[src/rtl/pipe_int_mul_issuer_if.sv]
// Host operand/result channels plus multiplier operand/commit handshake for pipe_int_mul_issuer.
// slave = issuer side, master = host/multiplier side.
interface pipe_int_mul_issuer_if;
    logic        req_val;
    logic        req_rdy;
    logic [31:0] req_a;
    logic [31:0] req_b;
    logic [31:0] mul_a;
    logic [31:0] mul_b;
    logic        mul_val_op;
    logic        mul_oprand_rdy;
    logic        mul_commit;
    logic [63:0] mul_longP;
    logic        rsp_val;
    logic        rsp_rdy;
    logic [63:0] rsp_data;
    logic        err;

    modport slave (
        input  req_val, req_a, req_b, mul_oprand_rdy, mul_commit, mul_longP, rsp_rdy,
        output req_rdy, mul_a, mul_b, mul_val_op, rsp_val, rsp_data, err
    );

    modport master (
        output req_val, req_a, req_b, mul_oprand_rdy, mul_commit, mul_longP, rsp_rdy,
        input  req_rdy, mul_a, mul_b, mul_val_op, rsp_val, rsp_data, err
    );
endinterface

[src/rtl/pipe_int_mul_issuer.sv]
// Operand issuer / in-order result collector for a pipelined 32x32->64 multiplier.
// Latency: multiplier latency + 2 cycles request->response (commit visible on rsp the cycle after).
// Backpressure: credits cap held+in-flight+queued at DEPTH so commits never drop; PIPE_INT_MUL_ISSUER_CHK_EN adds sticky err.
module pipe_int_mul_issuer #(
    parameter int DEPTH = 4
) (
    input  logic                  clk,
    input  logic                  reset,
    pipe_int_mul_issuer_if.slave  bus
);
    localparam int AW = (DEPTH > 1) ? $clog2(DEPTH) : 1;
    localparam int CW = $clog2(DEPTH + 1);

    logic          rst_done_q, rst_done_d;
    logic          hold_v_q, hold_v_d;
    logic [31:0]   hold_a_q, hold_a_d;
    logic [31:0]   hold_b_q, hold_b_d;
    logic [CW-1:0] cred_q, cred_d;
    logic [CW-1:0] infl_q, infl_d;
    logic [CW-1:0] cnt_q, cnt_d;
    logic [AW-1:0] wptr_q, wptr_d;
    logic [AW-1:0] rptr_q, rptr_d;
    logic [63:0]   mem_q [DEPTH];

    logic issue_fire, rsp_val, pop, req_rdy, accept, push;

    assign issue_fire = hold_v_q & bus.mul_oprand_rdy;
    assign rsp_val    = (cnt_q != '0);
    assign pop        = rsp_val & bus.rsp_rdy;
    assign req_rdy    = rst_done_q & (~hold_v_q | issue_fire) & ((cred_q < CW'(DEPTH)) | pop);
    assign accept     = bus.req_val & req_rdy;

`ifdef PIPE_INT_MUL_ISSUER_CHK_EN
    logic err_q, err_d;
    logic bad_commit;
    // A commit with nothing in flight, or into a full FIFO that is not draining, is dropped.
    assign bad_commit = bus.mul_commit & ((infl_q == '0) | ((cnt_q == CW'(DEPTH)) & ~pop));
    assign push       = bus.mul_commit & ~bad_commit;
    assign err_d      = err_q | bad_commit;
    assign bus.err    = err_q;
`else
    assign push    = bus.mul_commit;
    assign bus.err = 1'b0;
`endif

    always_comb begin
        rst_done_d = 1'b1;
        hold_v_d   = hold_v_q;
        hold_a_d   = hold_a_q;
        hold_b_d   = hold_b_q;
        cred_d     = cred_q;
        infl_d     = infl_q;
        cnt_d      = cnt_q;
        wptr_d     = wptr_q;
        rptr_d     = rptr_q;

        if (accept) begin
            hold_v_d = 1'b1;
            hold_a_d = bus.req_a;
            hold_b_d = bus.req_b;
        end else if (issue_fire) begin
            hold_v_d = 1'b0;
        end

        if (accept && !pop)
            cred_d = cred_q + CW'(1);
        else if (!accept && pop && cred_q != '0)
            cred_d = cred_q - CW'(1);

        // Saturate at zero so an unchecked stray commit cannot wrap the count.
        if (issue_fire && !(push && infl_q != '0))
            infl_d = infl_q + CW'(1);
        else if (!issue_fire && push && infl_q != '0)
            infl_d = infl_q - CW'(1);

        if (push && !pop)
            cnt_d = cnt_q + CW'(1);
        else if (pop && !push)
            cnt_d = cnt_q - CW'(1);

        if (push)
            wptr_d = wptr_q + AW'(1);
        if (pop)
            rptr_d = rptr_q + AW'(1);
    end

    always_ff @(posedge clk or negedge reset) begin
        if (!reset) begin
            rst_done_q <= 1'b0;
            hold_v_q   <= 1'b0;
            hold_a_q   <= '0;
            hold_b_q   <= '0;
            cred_q     <= '0;
            infl_q     <= '0;
            cnt_q      <= '0;
            wptr_q     <= '0;
            rptr_q     <= '0;
`ifdef PIPE_INT_MUL_ISSUER_CHK_EN
            err_q      <= 1'b0;
`endif
        end else begin
            rst_done_q <= rst_done_d;
            hold_v_q   <= hold_v_d;
            hold_a_q   <= hold_a_d;
            hold_b_q   <= hold_b_d;
            cred_q     <= cred_d;
            infl_q     <= infl_d;
            cnt_q      <= cnt_d;
            wptr_q     <= wptr_d;
            rptr_q     <= rptr_d;
`ifdef PIPE_INT_MUL_ISSUER_CHK_EN
            err_q      <= err_d;
`endif
        end
    end

    // Storage needs no reset: the read port is masked while the FIFO is empty.
    always_ff @(posedge clk) begin
        if (push)
            mem_q[wptr_q] <= bus.mul_longP;
    end

    assign bus.req_rdy    = req_rdy;
    assign bus.mul_val_op = hold_v_q;
    assign bus.mul_a      = hold_a_q;
    assign bus.mul_b      = hold_b_q;
    assign bus.rsp_val    = rsp_val;
    assign bus.rsp_data   = rsp_val ? mem_q[rptr_q] : 64'h0;
endmodule
[src/flat_wrapper.sv]
// flat-port wrapper written by rule: the top's interface ports become plain ports
module pipe_int_mul_issuer_flat 
#(
    parameter int DEPTH = 4
)
  (clk, reset, bus_req_val, bus_req_a, bus_req_b, bus_mul_oprand_rdy, bus_mul_commit, bus_mul_longP, bus_rsp_rdy, bus_req_rdy, bus_mul_a, bus_mul_b, bus_mul_val_op, bus_rsp_val, bus_rsp_data, bus_err);
  pipe_int_mul_issuer_if bus_i ();
  input  logic clk;
  input  logic reset;
  input wire logic [$bits(bus_i.req_val)-1:0] bus_req_val;
  input wire logic [$bits(bus_i.req_a)-1:0] bus_req_a;
  input wire logic [$bits(bus_i.req_b)-1:0] bus_req_b;
  input wire logic [$bits(bus_i.mul_oprand_rdy)-1:0] bus_mul_oprand_rdy;
  input wire logic [$bits(bus_i.mul_commit)-1:0] bus_mul_commit;
  input wire logic [$bits(bus_i.mul_longP)-1:0] bus_mul_longP;
  input wire logic [$bits(bus_i.rsp_rdy)-1:0] bus_rsp_rdy;
  output wire logic [$bits(bus_i.req_rdy)-1:0] bus_req_rdy;
  output wire logic [$bits(bus_i.mul_a)-1:0] bus_mul_a;
  output wire logic [$bits(bus_i.mul_b)-1:0] bus_mul_b;
  output wire logic [$bits(bus_i.mul_val_op)-1:0] bus_mul_val_op;
  output wire logic [$bits(bus_i.rsp_val)-1:0] bus_rsp_val;
  output wire logic [$bits(bus_i.rsp_data)-1:0] bus_rsp_data;
  output wire logic [$bits(bus_i.err)-1:0] bus_err;
  assign bus_i.req_val = bus_req_val;
  assign bus_i.req_a = bus_req_a;
  assign bus_i.req_b = bus_req_b;
  assign bus_i.mul_oprand_rdy = bus_mul_oprand_rdy;
  assign bus_i.mul_commit = bus_mul_commit;
  assign bus_i.mul_longP = bus_mul_longP;
  assign bus_i.rsp_rdy = bus_rsp_rdy;
  assign bus_req_rdy = bus_i.req_rdy;
  assign bus_mul_a = bus_i.mul_a;
  assign bus_mul_b = bus_i.mul_b;
  assign bus_mul_val_op = bus_i.mul_val_op;
  assign bus_rsp_val = bus_i.rsp_val;
  assign bus_rsp_data = bus_i.rsp_data;
  assign bus_err = bus_i.err;
  pipe_int_mul_issuer #(.DEPTH(DEPTH)) u_core (.clk(clk), .reset(reset), .bus(bus_i));
endmodule
[config.mk]
export PLATFORM = sky130hd
export DESIGN_NAME = pipe_int_mul_issuer_flat
export DESIGN_NICKNAME = d
export VERILOG_FILES = /design/src/rtl/pipe_int_mul_issuer_if.sv /design/src/rtl/pipe_int_mul_issuer.sv /design/src/flat_wrapper.sv
export SDC_FILE = /design/constraint.sdc
export NUM_CORES = 1
export LEC_CHECK = 0
export BUFFER_PORTS_ARGS = -buffer_cell sky130_fd_sc_hd__buf_2
export CORE_ASPECT_RATIO = 1.5
export CORE_UTILIZATION = 30
export CTS_BUF_LIST = sky130_fd_sc_hd__clkbuf_8
export DETAILED_ROUTE_END_ITERATION = 10
export REMOVE_ABC_BUFFERS = 1
export SKIP_LAST_GASP = 1
export SLEW_MARGIN = 15
export SYNTH_ARGS = -nofsm -noshare
export SYNTH_HDL_FRONTEND = slang
export SYNTH_SLANG_ARGS = --single-unit
export TNS_END_PERCENT = 30
[constraint.sdc]
create_clock -name clk -period 3.5 [get_ports clk]
set_input_delay 0.35 -clock clk [delete_from_list [all_inputs] [get_ports clk]]
set_output_delay 0.35 -clock clk [all_outputs]
set_load 0.02 [all_outputs]
==> results by group <==
STA
  • Worst-Margin Slew: 880 ps
  • Clock Skew: 11.6 ps
  • Setup TNS: 0 ps
  • Max Freq: 343 MHz
  • PnR worst setup slack: 582 ps
  • Final setup fails: 0
  • Final hold vios: 0
  • Final Max Slew Viols: 0
  • RSZ-0062 raised after global routing: false
  • Slew HR: 0.412
  • Crit share post-route: 0.834
  • Final min period: 2920 ps

Power and ir drop
  • VDD IR-drop max: 412 uV
  • Internal power: 9.32 mW
  • Sw Pwr: 4.94 mW
  • Combinational share of power: 0.386
  • Sequential share of power: 0.414
  • Pwr per Cell Area: 827 mW/mm2
  • Clock network power share: 0.200
  • Leakage: 6.69 nW
  • Power Total: 14.3 mW
  • Switch share: 0.346

Min path
  • Worst Hold Path Cells: 2
  • Worst Hold End: u_core.wptr_q[0]
  • Hold path start: bus_mul_commit
  • Hold WC Path Type: input pin to flop

Floorplanning
  • Die extent in x: 172 um
  • Starting Density: 0.303
  • Core Region: 0.0428 mm2
  • Die Y: 257 um
  • Rows: 93
  • IO Count: 266
  • Area of the die: 0.0441 mm2

Logic synthesis
  • Register bit total from synthesis: 332
  • EDFF count, synth: 256
  • Async SR Flop Fraction: 0.229
  • Sequential element share of the synthesized area: 0.739
  • Synth unique cells: 37
  • Most used DFF post-synth: edfxtp_1
  • Post-Syn Area per Cell: 21.2 um2
  • Netlist Area Pre-Place: 0.0130 mm2
  • Synth warn: 0
  • Mapped Cells: 612

GRT
  • First-pass GRT wire length: 43.3 mm
  • Initial antenna violation count: 3
  • Largest net degree at the start of global routing: 66
  • Grt total ovfl: 0
  • Vias in the first global route: 8110
  • Gr usage total: 0.129

Clock network
  • Post-CTS setup buffers: 0
  • CTS max path bufs: 3
  • Clock latency on the worst-skew pair: 570 ps
  • CTS Root Cell: clkbuf_8
  • CTS tree: built
  • Clock Pin Slew Worst Setup and Hold Paths: 60 ps
  • H-tree levels: 2
  • # clock sinks: 332
  • Total clock buffers created by CTS: 50

Setup path
  • CP top delay family: flip-flops
  • CP max FO: 25
  • CP peak stage delay: 820 ps
  • Req. time, crit path: 3150 ps
  • WP buf/inv: 2
  • Critical path startpoint category: flop
  • Critical path arrival: 2570 ps
  • Cell Chain, Critical Path: buf_12 -> mux4_2 -> and2_1 -> buf_2
  • Slowest CP cell: dfrtp_4
  • Critical Path End Type: output port
  • FF-to-FF End: u_core.bus.mul_b[12]
  • Worst Reg2Reg Path Length in Cells: 7
  • Reg2reg setup slack: 850 ps
  • Critical path class: flop to output port
  • Worst reg2reg path startpoint: u_core.cnt_q[0]

Cells and area
  • Commonest non-fill, non-tap cell in the layout: buf_2
  • Fin util: 0.403
  • Nets@finish: 1180
  • Fraction of layout cells with a size suffix above 1: 0.442
  • Commonest cells after routing, fill and taps aside: buf_2, edfxtp_1, dlygate4sd3_1
  • Design area: 0.0172 mm2
  • P&R area growth vs syn: 32.8%
  • Antenna Cells: 0

Detailed routing
  • Routed met2 length: 14.0 mm
  • Wl on met1: 11.0 mm
  • Vias: 7102
  • DR WL/cell: 16.7 um
  • Iter 0 DRT Violations: 280
  • Via density: 4.30
  • Met3 routed WL: 1.90 mm
  • Drt total wl: 27.6 mm
  • Top routing layer in use: met5
  • Pre-antenna DRT Iters: 6
  • Residual DRC count: 0
  • Antenna viol nets, final: 0

Job
  • Max_cap viols: 0

Placement
  • Pre-CTS WS: 842 ps
  • IO buf count: 264
  • HPWL after detailed placement: 16.5 mm
  • DP Area: 0.0150 mm2
  • Routability Congestion: 0.711

Run status
  • Status: finished, final reports clean
## timing repair
item,4_1_cts,5_1_grt
hold endpoints to repair,374,0
hold buffers,129,0
gates resized for setup,0,0
## sequential cells by signal, indices dropped and copies added (netlist names)
signal and flops:
u_core.rst_done_q 1, u_core.bus.mul_val_op 1, u_core.rptr_q 2, u_core.cred_q 3
u_core.bus.mul_b 32, u_core.bus.mul_a 32, u_core.cnt_q 3, u_core.wptr_q 2
u_core.mem_q 256
## power by group through the flow
stage / registers [mW] / logic (mW) / clock network, mW
after CTS: 5.93 / 5.64 / 2.99
after detailed placement: 5.97 / 5.54 / 0
after global placement: 5.97 / 5.47 / 0
after floorplan: 6.47 / 3.15 / 0
after global routing: 6.04 / 5.97 / 3.14
final: 5.91 / 5.50 / 2.85
## how the worst max path moves through the flow
stage / start / cells past startpoint / to
finish: u_core.rptr_q[0] / 4 / bus_rsp_data[21]
global placement: u_core.cnt_q[0] / 7 / u_core.bus.mul_b[8]
global route: u_core.rptr_q[0] / 4 / bus_rsp_data[21]
detailed placement: u_core.cnt_q[0] / 7 / u_core.bus.mul_a[10]
CTS: u_core.rptr_q[0] / 4 / bus_rsp_data[40]
floorplan: u_core.rptr_q[0] / 2 / bus_rsp_data[0]
## cell families (layout without fill, tap and decap cells)
family / Yosys count / after routing / synth area share
adders and majority gates: 7 / 7 / 0.00790
buffers and inverters: 39 / 508 / 0.0159
AOI/OAI and AO/OA: 12 / 12 / 0.00665
xor gates and xnor gates: 7 / 7 / 0.00472
DFF: 332 / 332 / 0.739
other: 2 / 2 / 0.000578
muxes: 130 / 130 / 0.186
and+or+nand+nor: 83 / 83 / 0.0402
## layout make-up
class	count	area (um2)
Fill cell	3975	25600
Multi-Input combinational cell	241	3200
Sequential cell	332	9600
Clock buffer	54	743
Inverter	8	30.0
Clock inverter	40	170
Tap cell	570	713
Timing Repair Buffer	406	2790
## routing by layer
layer / up-vias / global-route usage
met5: - / 0
met4: 6 / 0.0450
met3: 54 / 0.0367
met2: 266 / 0.228
met1: 3528 / 0.146
li1: 3248 / -
## stage by stage
step	instances	hold slack (ps)
detailed placement	1428	450
floorplan	581	54.4
global placement	1428	441
global route	1651	51.5
CTS	1651	37.0
finish	1651	94.7
## synth_stat cells (all sizes together) (2+ instances only)
library cell / n / area (um2)
a31oi: 2 / 12.5
and2: 70 / 443
buf: 18 / 128
clkbuf: 13 / 48.8
conb: 2 / 7.51
dfrtp: 76 / 1900
edfxtp: 256 / 7690
fa: 2 / 40.0
ha: 5 / 62.6
inv: 8 / 30.0
mux2: 65 / 957
mux4: 64 / 1440
nand2: 3 / 11.3
nor2: 4 / 22.5
o211ai: 3 / 22.5
o21ai: 3 / 15.0
o221a: 2 / 22.5
or3: 2 / 17.5
xnor2: 4 / 35.0
xor2: 3 / 26.3
Power figures use the tool's default switching activity.
